--- src/rtl/pc_seq_pkg.sv ---
// Shared encodings for the fetch-stage PC sequencer: instruction kinds,
// condition codes and PSR flag bit positions.
package pc_seq_pkg;

    localparam int unsigned KIND_W  = 3;
    localparam int unsigned COND_W  = 4;
    localparam int unsigned FLAGS_W = 5;

    localparam int unsigned FLAG_C = 0;
    localparam int unsigned FLAG_L = 1;
    localparam int unsigned FLAG_F = 2;
    localparam int unsigned FLAG_Z = 3;
    localparam int unsigned FLAG_N = 4;

    typedef enum logic [KIND_W-1:0] {
        KIND_SEQ   = 3'b000,
        KIND_JCOND = 3'b001,
        KIND_BCOND = 3'b010,
        KIND_JAL   = 3'b011,
        KIND_RET   = 3'b100
    } kind_e;

    typedef enum logic [COND_W-1:0] {
        COND_EQ = 4'b0000,
        COND_NE = 4'b0001,
        COND_CS = 4'b0010,
        COND_CC = 4'b0011,
        COND_HI = 4'b0100,
        COND_LS = 4'b0101,
        COND_GT = 4'b0110,
        COND_LE = 4'b0111,
        COND_FS = 4'b1000,
        COND_FC = 4'b1001,
        COND_LO = 4'b1010,
        COND_HS = 4'b1011,
        COND_LT = 4'b1100,
        COND_GE = 4'b1101,
        COND_UC = 4'b1110,
        COND_NV = 4'b1111
    } cond_e;

endpackage

--- src/rtl/pc_cond_eval.sv ---
// Combinational condition-code evaluator against the PSR flags; shared with
// the predicated-execution logic.
module pc_cond_eval
    import pc_seq_pkg::*;
(
    input  logic [COND_W-1:0]  cond,
    input  logic [FLAGS_W-1:0] flags,
    output logic               cond_true
);

    logic c_f, l_f, f_f, z_f, n_f;

    assign c_f = flags[FLAG_C];
    assign l_f = flags[FLAG_L];
    assign f_f = flags[FLAG_F];
    assign z_f = flags[FLAG_Z];
    assign n_f = flags[FLAG_N];

    always_comb begin
        cond_true = 1'b0;
        case (cond)
            COND_EQ: cond_true = z_f;
            COND_NE: cond_true = !z_f;
            COND_CS: cond_true = c_f;
            COND_CC: cond_true = !c_f;
            COND_HI: cond_true = l_f;
            COND_LS: cond_true = !l_f;
            COND_GT: cond_true = n_f;
            COND_LE: cond_true = !n_f;
            COND_FS: cond_true = f_f;
            COND_FC: cond_true = !f_f;
            COND_LO: cond_true = !l_f && !z_f;
            COND_HS: cond_true = l_f || z_f;
            COND_LT: cond_true = !n_f && !z_f;
            COND_GE: cond_true = n_f || z_f;
            COND_UC: cond_true = 1'b1;
            COND_NV: cond_true = 1'b0;
            default: cond_true = 1'b0;
        endcase
    end

endmodule

--- src/rtl/pc_sequencer.sv ---
// Registered program counter with conditional jumps/branches, jump-and-link
// and a circular hardware return-address stack.
module pc_sequencer
    import pc_seq_pkg::*;
#(
    parameter int unsigned     PC_W      = 16,
    parameter int unsigned     DISP_W    = 8,
    parameter int unsigned     RAS_DEPTH = 4,
    parameter logic [PC_W-1:0] RESET_PC  = '0
) (
    input  logic               clk,
    input  logic               reset,
    input  logic               en,
    input  logic [KIND_W-1:0]  kind,
    input  logic [COND_W-1:0]  cond,
    input  logic [FLAGS_W-1:0] flags,
    input  logic [PC_W-1:0]    target,
    input  logic [DISP_W-1:0]  disp,
    output logic [PC_W-1:0]    pc,
    output logic [PC_W-1:0]    pc_next,
    output logic               taken,
    output logic               link_we,
    output logic [PC_W-1:0]    link_data,
    output logic               ras_ovf,
    output logic               ras_unf
);

    localparam int unsigned PTR_W = (RAS_DEPTH > 1) ? $clog2(RAS_DEPTH) : 1;
    localparam int unsigned CNT_W = $clog2(RAS_DEPTH + 1);

    logic [PC_W-1:0]  ras_mem [RAS_DEPTH];
    logic [PTR_W-1:0] ras_top;
    logic [CNT_W-1:0] ras_cnt;
    logic [PTR_W-1:0] push_ptr;
    logic             ras_empty;
    logic             ras_full;

    logic             cond_true;
    logic [PC_W-1:0]  pc_inc;
    logic [PC_W-1:0]  disp_ext;
    logic             redirect;
    logic             do_push;
    logic             do_pop;
    logic             unf_hit;

    pc_cond_eval u_cond_eval (
        .cond      (cond),
        .flags     (flags),
        .cond_true (cond_true)
    );

    assign pc_inc    = pc + PC_W'(1);
    assign disp_ext  = {{(PC_W - DISP_W){disp[DISP_W-1]}}, disp};
    assign push_ptr  = ras_top + PTR_W'(1);
    assign ras_empty = (ras_cnt == '0);
    assign ras_full  = (ras_cnt == CNT_W'(RAS_DEPTH));

    // Next-PC select; taken only when a redirect actually departs from pc+1.
    always_comb begin
        pc_next  = pc_inc;
        redirect = 1'b0;
        do_push  = 1'b0;
        do_pop   = 1'b0;
        unf_hit  = 1'b0;
        case (kind)
            KIND_JCOND: begin
                if (cond_true) begin
                    pc_next  = target;
                    redirect = 1'b1;
                end
            end
            KIND_BCOND: begin
                if (cond_true) begin
                    pc_next  = pc + disp_ext;
                    redirect = 1'b1;
                end
            end
            KIND_JAL: begin
                pc_next  = target;
                redirect = 1'b1;
                do_push  = 1'b1;
            end
            KIND_RET: begin
                if (!ras_empty) begin
                    pc_next  = ras_mem[ras_top];
                    redirect = 1'b1;
                    do_pop   = 1'b1;
                end else begin
                    unf_hit = 1'b1;
                end
            end
            default: ;
        endcase
        taken = redirect && (pc_next != pc_inc);
    end

    always_ff @(posedge clk) begin
        if (reset) begin
            pc        <= RESET_PC;
            ras_top   <= '0;
            ras_cnt   <= '0;
            link_we   <= 1'b0;
            link_data <= '0;
            ras_ovf   <= 1'b0;
            ras_unf   <= 1'b0;
        end else begin
            link_we <= 1'b0;
            if (en) begin
                pc <= pc_next;
                if (do_push) begin
                    ras_top   <= push_ptr;
                    link_we   <= 1'b1;
                    link_data <= pc_inc;
                    if (ras_full) begin
                        ras_ovf <= 1'b1;
                    end else begin
                        ras_cnt <= ras_cnt + CNT_W'(1);
                    end
                end
                if (do_pop) begin
                    ras_top <= ras_top - PTR_W'(1);
                    ras_cnt <= ras_cnt - CNT_W'(1);
                end
                if (unf_hit) begin
                    ras_unf <= 1'b1;
                end
            end
        end
    end

    // Stack storage needs no reset; liveness is tracked by ras_cnt.
    always_ff @(posedge clk) begin
        if (!reset && en && do_push) begin
            ras_mem[push_ptr] <= pc_inc;
        end
    end

endmodule

--- config.mk ---
export PLATFORM = sky130hd
export DESIGN_NAME = pc_sequencer
export DESIGN_NICKNAME = d
export VERILOG_FILES = /design/src/rtl/pc_seq_pkg.sv /design/src/rtl/pc_cond_eval.sv /design/src/rtl/pc_sequencer.sv
export SDC_FILE = /design/constraint.sdc
export NUM_CORES = 1
export LEC_CHECK = 0
export ABC_AREA = 1
export BUFFER_PORTS_ARGS = -buffer_cell sky130_fd_sc_hd__buf_2
export CAP_MARGIN = 15
export CORE_ASPECT_RATIO = 0.75
export CORE_UTILIZATION = 42
export CTS_CLUSTER_DIAMETER = 100
export CTS_CLUSTER_SIZE = 25
export DETAILED_ROUTE_END_ITERATION = 8
export PLACE_DENSITY = 0.62
export SETUP_SLACK_MARGIN = 0.05
export SYNTH_ARGS = -nofsm -noshare
export SYNTH_HDL_FRONTEND = slang
export SYNTH_SLANG_ARGS = --single-unit
export TNS_END_PERCENT = 20
--- constraint.sdc ---
create_clock -name clk -period 3.2 [get_ports clk]
set_input_delay 0.16 -clock clk [delete_from_list [all_inputs] [get_ports clk]]
set_output_delay 0.16 -clock clk [all_outputs]
set_load 0.05 [all_outputs]
Yosys cells after proc, flatten, opt, wreduce, memory -nomap -nowiden. Memories as Yosys holds them, arrays and structs flattened. A register that Yosys moved wholly into a read port is not among the register bits. Index checks and enable logic that the tools add are counted.

Output and inout port bits: 52. RAM bits: 64. Word-level logic and storage cells: 82. Bits of input ports: 39. Memories kept: 1. Flip-flop bits (word level): 40.

Memory list: ras_mem (depth 4, bits a word 16, read ports 1, clocked after memory_dff 1, write ports 1, line pc_sequencer.sv:31) `logic [PC_W-1:0] ras_mem [RAS_DEPTH];`.

Muxes and demuxes: 22. Bitwise operators: 1. Equal/unequal tests: 22. $add $sub $neg: 6. Reductions and logical operators: 23.

Operators with widths (count): 16-bit case mux with 4 select lines (1); 16-bit two-way mux (3); 4-bit == test, second input constant (8); 16-bit by 1-bit adder with 16-bit output, second input constant (1); 16-bit adder (1); 4-bit by 3-bit == test with 1-bit output, second input constant (4); 16-bit != test (1); 1-bit case mux with 16 select lines (1); 1-bit two-way mux (9); 3-bit two-way mux (3); 4-bit by 2-bit == test with 1-bit output, second input constant (2); 2-bit two-way mux (4); 3-bit by 2-bit == test with 1-bit output, second input constant (2); 3-bit == test, second input constant (2); 1-bit logical NOT (6); 2-bit AND reduction (3); 3-bit AND reduction (2); 1-bit logical AND (5); 4-bit by 1-bit == test with 1-bit output, second input constant (1); 4-bit logical NOT (1); 2-bit OR reduction (2); 3-bit by 1-bit adder with 3-bit output, second input constant (1); 3-bit by 1-bit == test with 1-bit output, second input constant (1); 3-bit logical NOT (1); 8 further kinds (9).

Depth between registers and ports, before layout.
Word-level depth: 7. Depth in mapped cells: 22. Gate-level depth less buffers: 22.

Hierarchy. Synthesis repeated with hierarchy kept, for this count alone.

Cell total of the unflattened synthesis: 989. Area total of the unflattened synthesis: 6989.2 um^2.

Modules (own cells, without submodules): pc_sequencer (times used 1, sequential area each 2762.6 um^2, area each 6769.0 um^2, cells an instance 937); pc_cond_eval (times used 1, sequential area each 0.0 um^2, area each 220.2 um^2, cells an instance 52).

Worst setup path after synthesis. No wires, ideal clock.

Path kind: reg2reg. From: register pc[0]. To: register pc[4]. Required time: 3.114 ns. Setup slack: 0.004 ns. Arrival time: 3.110 ns. Buffers on the path: 0. Library setup time: 0.086 ns. Clock period less this slack: 3.196 ns. Cell stages (with the launch flop): 15. Cells stage by stage: dfxtp_1 -> ha_1 -> inv_1 -> fa_1 -> inv_1 -> nand3_1 -> nand3_1 -> o21ai_0 -> o21ai_0 -> nand2_1 -> nand2_1 -> nor2_1 -> a21oi_1 -> nor2_1 -> a211oi_1.

Longest elaborated chain between the ends: 3. Elaborated cells on any way between the ends: 6. Those cells by class: 2 x add/sub; 4 x mux.

RTL lines: from (decl) (line pc_sequencer.sv:19) `output logic [PC_W-1:0] pc,`; from (signal assigned) (line pc_sequencer.sv:109) `pc <= pc_next;`; 16-bit by 1-bit adder with 16-bit output or 16-bit adder (tied branches) (line pc_sequencer.sv:52, pc_sequencer.sv:74); 16-bit two-way mux (on tied branches) (line pc_sequencer.sv:84, pc_sequencer.sv:67, pc_sequencer.sv:73); 16-bit case mux with 4 select lines (*) (line pc_sequencer.sv:65) `case (kind)`; via pc_next[4] (line pc_sequencer.sv:20) `output logic [PC_W-1:0] pc_next,`.

The timed path passes the listed nets; every way through them passes the cells marked *. A chain may end at the register's enable or synchronous reset.

Worst setup path after layout.
From: register pc[0]. To: output port taken.

Longest elaborated chain between the ends: 5. Elaborated cells on any way between the ends: 8. Those cells by class: 2 x add/sub; 1 x eq/ne; 4 x mux; 1 x reduce/logical.

RTL lines: 16-bit by 1-bit adder with 16-bit output or 16-bit adder (tied branches) (line pc_sequencer.sv:52, pc_sequencer.sv:74); 16-bit two-way mux (on tied branches) (line pc_sequencer.sv:84, pc_sequencer.sv:67, pc_sequencer.sv:73); 16-bit case mux with 4 select lines (line pc_sequencer.sv:65); 16-bit != test (*) (line pc_sequencer.sv:94) `taken = redirect && (pc_next != pc_inc);`; 1-bit logical AND (*) (line pc_sequencer.sv:94); to (decl) (line pc_sequencer.sv:21) `output logic taken,`.

Every way passes the cells marked *; elsewhere a longest branch is shown, timed or not.

==> flow_summary.json <==
{
  "place_area_um2": 7820,
  "hpwl_mm": 16.9,
  "start_kind": "flip-flop",
  "syn_area_um2": 7040,
  "syn2layout_area_growth_pct": 17.8,
  "layout-drive-gt1-share_pct": 21.6,
  "fin_skew_ns": 0.00828,
  "setup.worst_path.end": "taken",
  "ys_warn_count": 0,
  "ctsHtreeMaxLevel": 3,
  "maxSlewHeadroom_pct": 37.3,
  "crit_start": "pc[0]",
  "r2r_start": "pc[0]",
  "tns_ns": 0,
  "grtUsageTotal_pct": 26.6,
  "synth-seq-cells": 106,
  "maxCapViolations": 0,
  "gp_routability_congestion": 0.941,
  "route.met3.wl_mm": 2.23,
  "synth-edff-count": 64,
  "setup_violations": 0,
  "die_width_um": 151,
  "dpl.cell_count": 1278,
  "top_layer": "met4",
  "gr-total-overflow": 0,
  "fmax_ghz": 0.325,
  "setup_ws_ns": 0.120,
  "crit_fanout": 4,
  "critPathArrivalTime_ns": 2.92,
  "combPwrFrac_pct": 30.5,
  "critical_path_class": "reg -> out",
  "cts.clk_slew.worst_paths_ns": 0.08,
  "clockRootBuffer": "clkbuf_16",
  "reg2reg_depth": 12,
  "wirelength_mm": 22.6,
  "rows": 40,
  "max-clock-path-buffers": 2,
  "fin_area_um2": 8290,
  "antenna_found_initial": 0,
  "vias": 7002,
  "route.detailed.drc": 0,
  "stdcell_count": 1297,
  "clkLatencyLatePin_ns": 0.36,
  "intPower_mw": 2.36,
  "r2r-end": "pc[8]",
  "worstMarginPinSlew_ns": 0.940,
  "reg2reg_slack_ns": 0.88,
  "num_io_pins": 91,
  "vdd_drop_max_mv": 0.251,
  "dp_worst_setup_slack_ns": 0.275,
  "cts-buffers-inserted": 9,
  "dieHeight_um": 114,
  "grt_pass1_vias": 6133,
  "diodes": 0,
  "met2_length_mm": 9.45,
  "cts.sinks": 106,
  "initial_core_util_pct": 43.4,
  "ctsHoldBuffers": 0,
  "routedWlPerCell_um": 17.4,
  "cts_tree": "done",
  "synthesis.nets": 1041,
  "endpoint_kind": "output port",
  "port_buffers": 90,
  "pwr-share-seq_pct": 40.3,
  "nets": 1143,
  "die-area_um2": 17300,
  "hold_viol": 0,
  "ant_nets": 0,
  "grt_pass1_wl_mm": 34.0,
  "synth_flop_cell": "edfxtp_1",
  "cp.required_ns": 3.04,
  "grt_setup_unrepaired": "true",
  "pwr-share-clk_pct": 29.2,
  "wl_met1_mm": 10.7,
  "drtIter0Drc": 842,
  "pwr_density_cell_nw_per_um2": 455,
  "drt-vias-per-instance": 5.40,
  "avgSynthCellArea_um2": 7.18,
  "min_period_ns": 3.08,
  "switchingPower_mw": 1.42,
  "switching_share_pct": 37.5,
  "status": "completed",
  "yosysSeqAreaShare_pct": 39.2,
  "leakage_nw": 4.00,
  "fin_crit_sh_pct": 96.3,
  "hold_path.class": "in -> reg",
  "synthCells": 980,
  "core-area_um2": 16200,
  "dr.pass1.iters": 6,
  "ys_types": 43,
  "slew_violations": 0,
  "hold_depth": 2,
  "grt_max_degree": 35,
  "async_flop_share_pct": 0
}
[cell usage in the layout (no fill, tap or decap), types with 7 or more instances in the layout]
cell type	instances
o21ai_0	62
nor2_1	52
nand3_1	115
nand2_1	259
inv_2	26
xor2_1	7
nand3b_1	9
buf_4	31
clkbuf_16	9
nor2_2	7
inv_1	120
nand4_1	20
buf_2	89
a21oi_1	53
nand3_2	17
dfxtp_1	36
nand2_2	15
a211oi_1	7
edfxtp_1	64
ha_1	13
[through the flow]
stage,util [%],hold slack [ns],total power [mW]
3_3_place_gp,48.2,0.469,2.64
4_1_cts,50.1,0.108,3.75
3_5_place_dp,48.2,0.475,2.65
2_1_floorplan,-,0.232,2.33
5_1_grt,51.1,0.107,3.95
6_report,51.1,0.116,3.78
[kinds of logic after synthesis]
group	count (synthesis)	share of synthesized area [%]
buffers and inverters	180	10.2
AOI/OAI and AO/OA	150	11.7
adders and majority gates	22	4.12
and+or+nand+nor	511	33.1
xor gates and xnor gates	11	1.64
DFF	106	39.2
[worst min path at each step]
| stage | from | endpoint | slack, ns |
|---|---|---|---|
| detailed placement | ras_cnt[2] | ras_cnt[2] | 0.48 |
| floorplan | reset | ras_ovf | 0.23 |
| global route | reset | ras_unf | 0.11 |
| CTS | reset | ras_unf | 0.11 |
| finish | reset | ras_unf | 0.12 |
| global placement | ras_cnt[2] | ras_cnt[2] | 0.47 |
[cell type report]
class                      instances  area, um^2
multi-input combinational        694        3720
tap                              210         263
inverter                         149         559
clock inverter                     7        60.1
sequential                       106        2770
clock buffer                       9         225
timing repair buffer             122         701
fill                            1598        7920
[routing by layer]
| metal | up-vias | global-route usage, % |
|---|---|---|
| li1 | 3443 | - |
| met1 | 3217 | 39.1 |
| met2 | 317 | 39.0 |
| met3 | 25 | 6.53 |
| met4 | 0 | 5.94 |
| met5 | - | 0 |
[power by group through the flow]
stage	clock (mW)	combinational (mW)	sequential [mW]
floorplan	0	0.691	1.64
global placement	0	1.09	1.55
detailed placement	0	1.10	1.55
CTS	1.13	1.11	1.52
global route	1.16	1.25	1.53
finish	1.10	1.15	1.52
[critical path: stages (launching register included)]
cell,delay [ns]
dfxtp_2,0.36
ha_4,0.15
inv_1,0.05
fa_2,0.35
inv_2,0.08
nand3_1,0.08
nand3_2,0.11
nand4_1,0.19
nand3_1,0.12
nand2_1,0.05
nand2_1,0.08
nand2_1,0.08
nand3_2,0.10
nand3_1,0.09
nand3_1,0.09
nand2_1,0.08
nor2_1,0.09
nand2_1,0.07
nor2_2,0.09
nand2_1,0.09
buf_6,0.16
[cells in the mapped netlist, drive strengths merged, types with 5 or more instances]
master / n / area share, %
nand4: 20 / 1.8
o22ai: 6 / 0.53
o21ai: 65 / 4.6
nor2: 60 / 3.3
clkbuf: 16 / 0.85
nor3: 5 / 0.59
nand3: 132 / 10
a211oi: 8 / 0.92
nand3b: 9 / 0.96
buf: 15 / 1.4
inv: 146 / 7.8
a21oi: 59 / 4.4
dfxtp: 42 / 12
nand2: 277 / 16
o211ai: 6 / 0.64
ha: 20 / 3.6
edfxtp: 64 / 27
xor2: 8 / 1.0
[state kept, by name, indices dropped and copies added, names as in the netlist, named ones only]
register / cells
ras_cnt: 3
pc: 16
link_data: 16
link_we: 1
ras_ovf: 1
ras_top: 2
ras_unf: 1
ras_mem: 64
[timing repair]
| action | in CTS | in global routing |
|---|---|---|
| resized for setup | 8 | 33 |
| setup endpoints to repair | 1 | 4 |
| pin swaps | 2 | 8 |
| buffers inserted | 0 | 3 |
No activity file was read; power rests on OpenSTA's default activity.
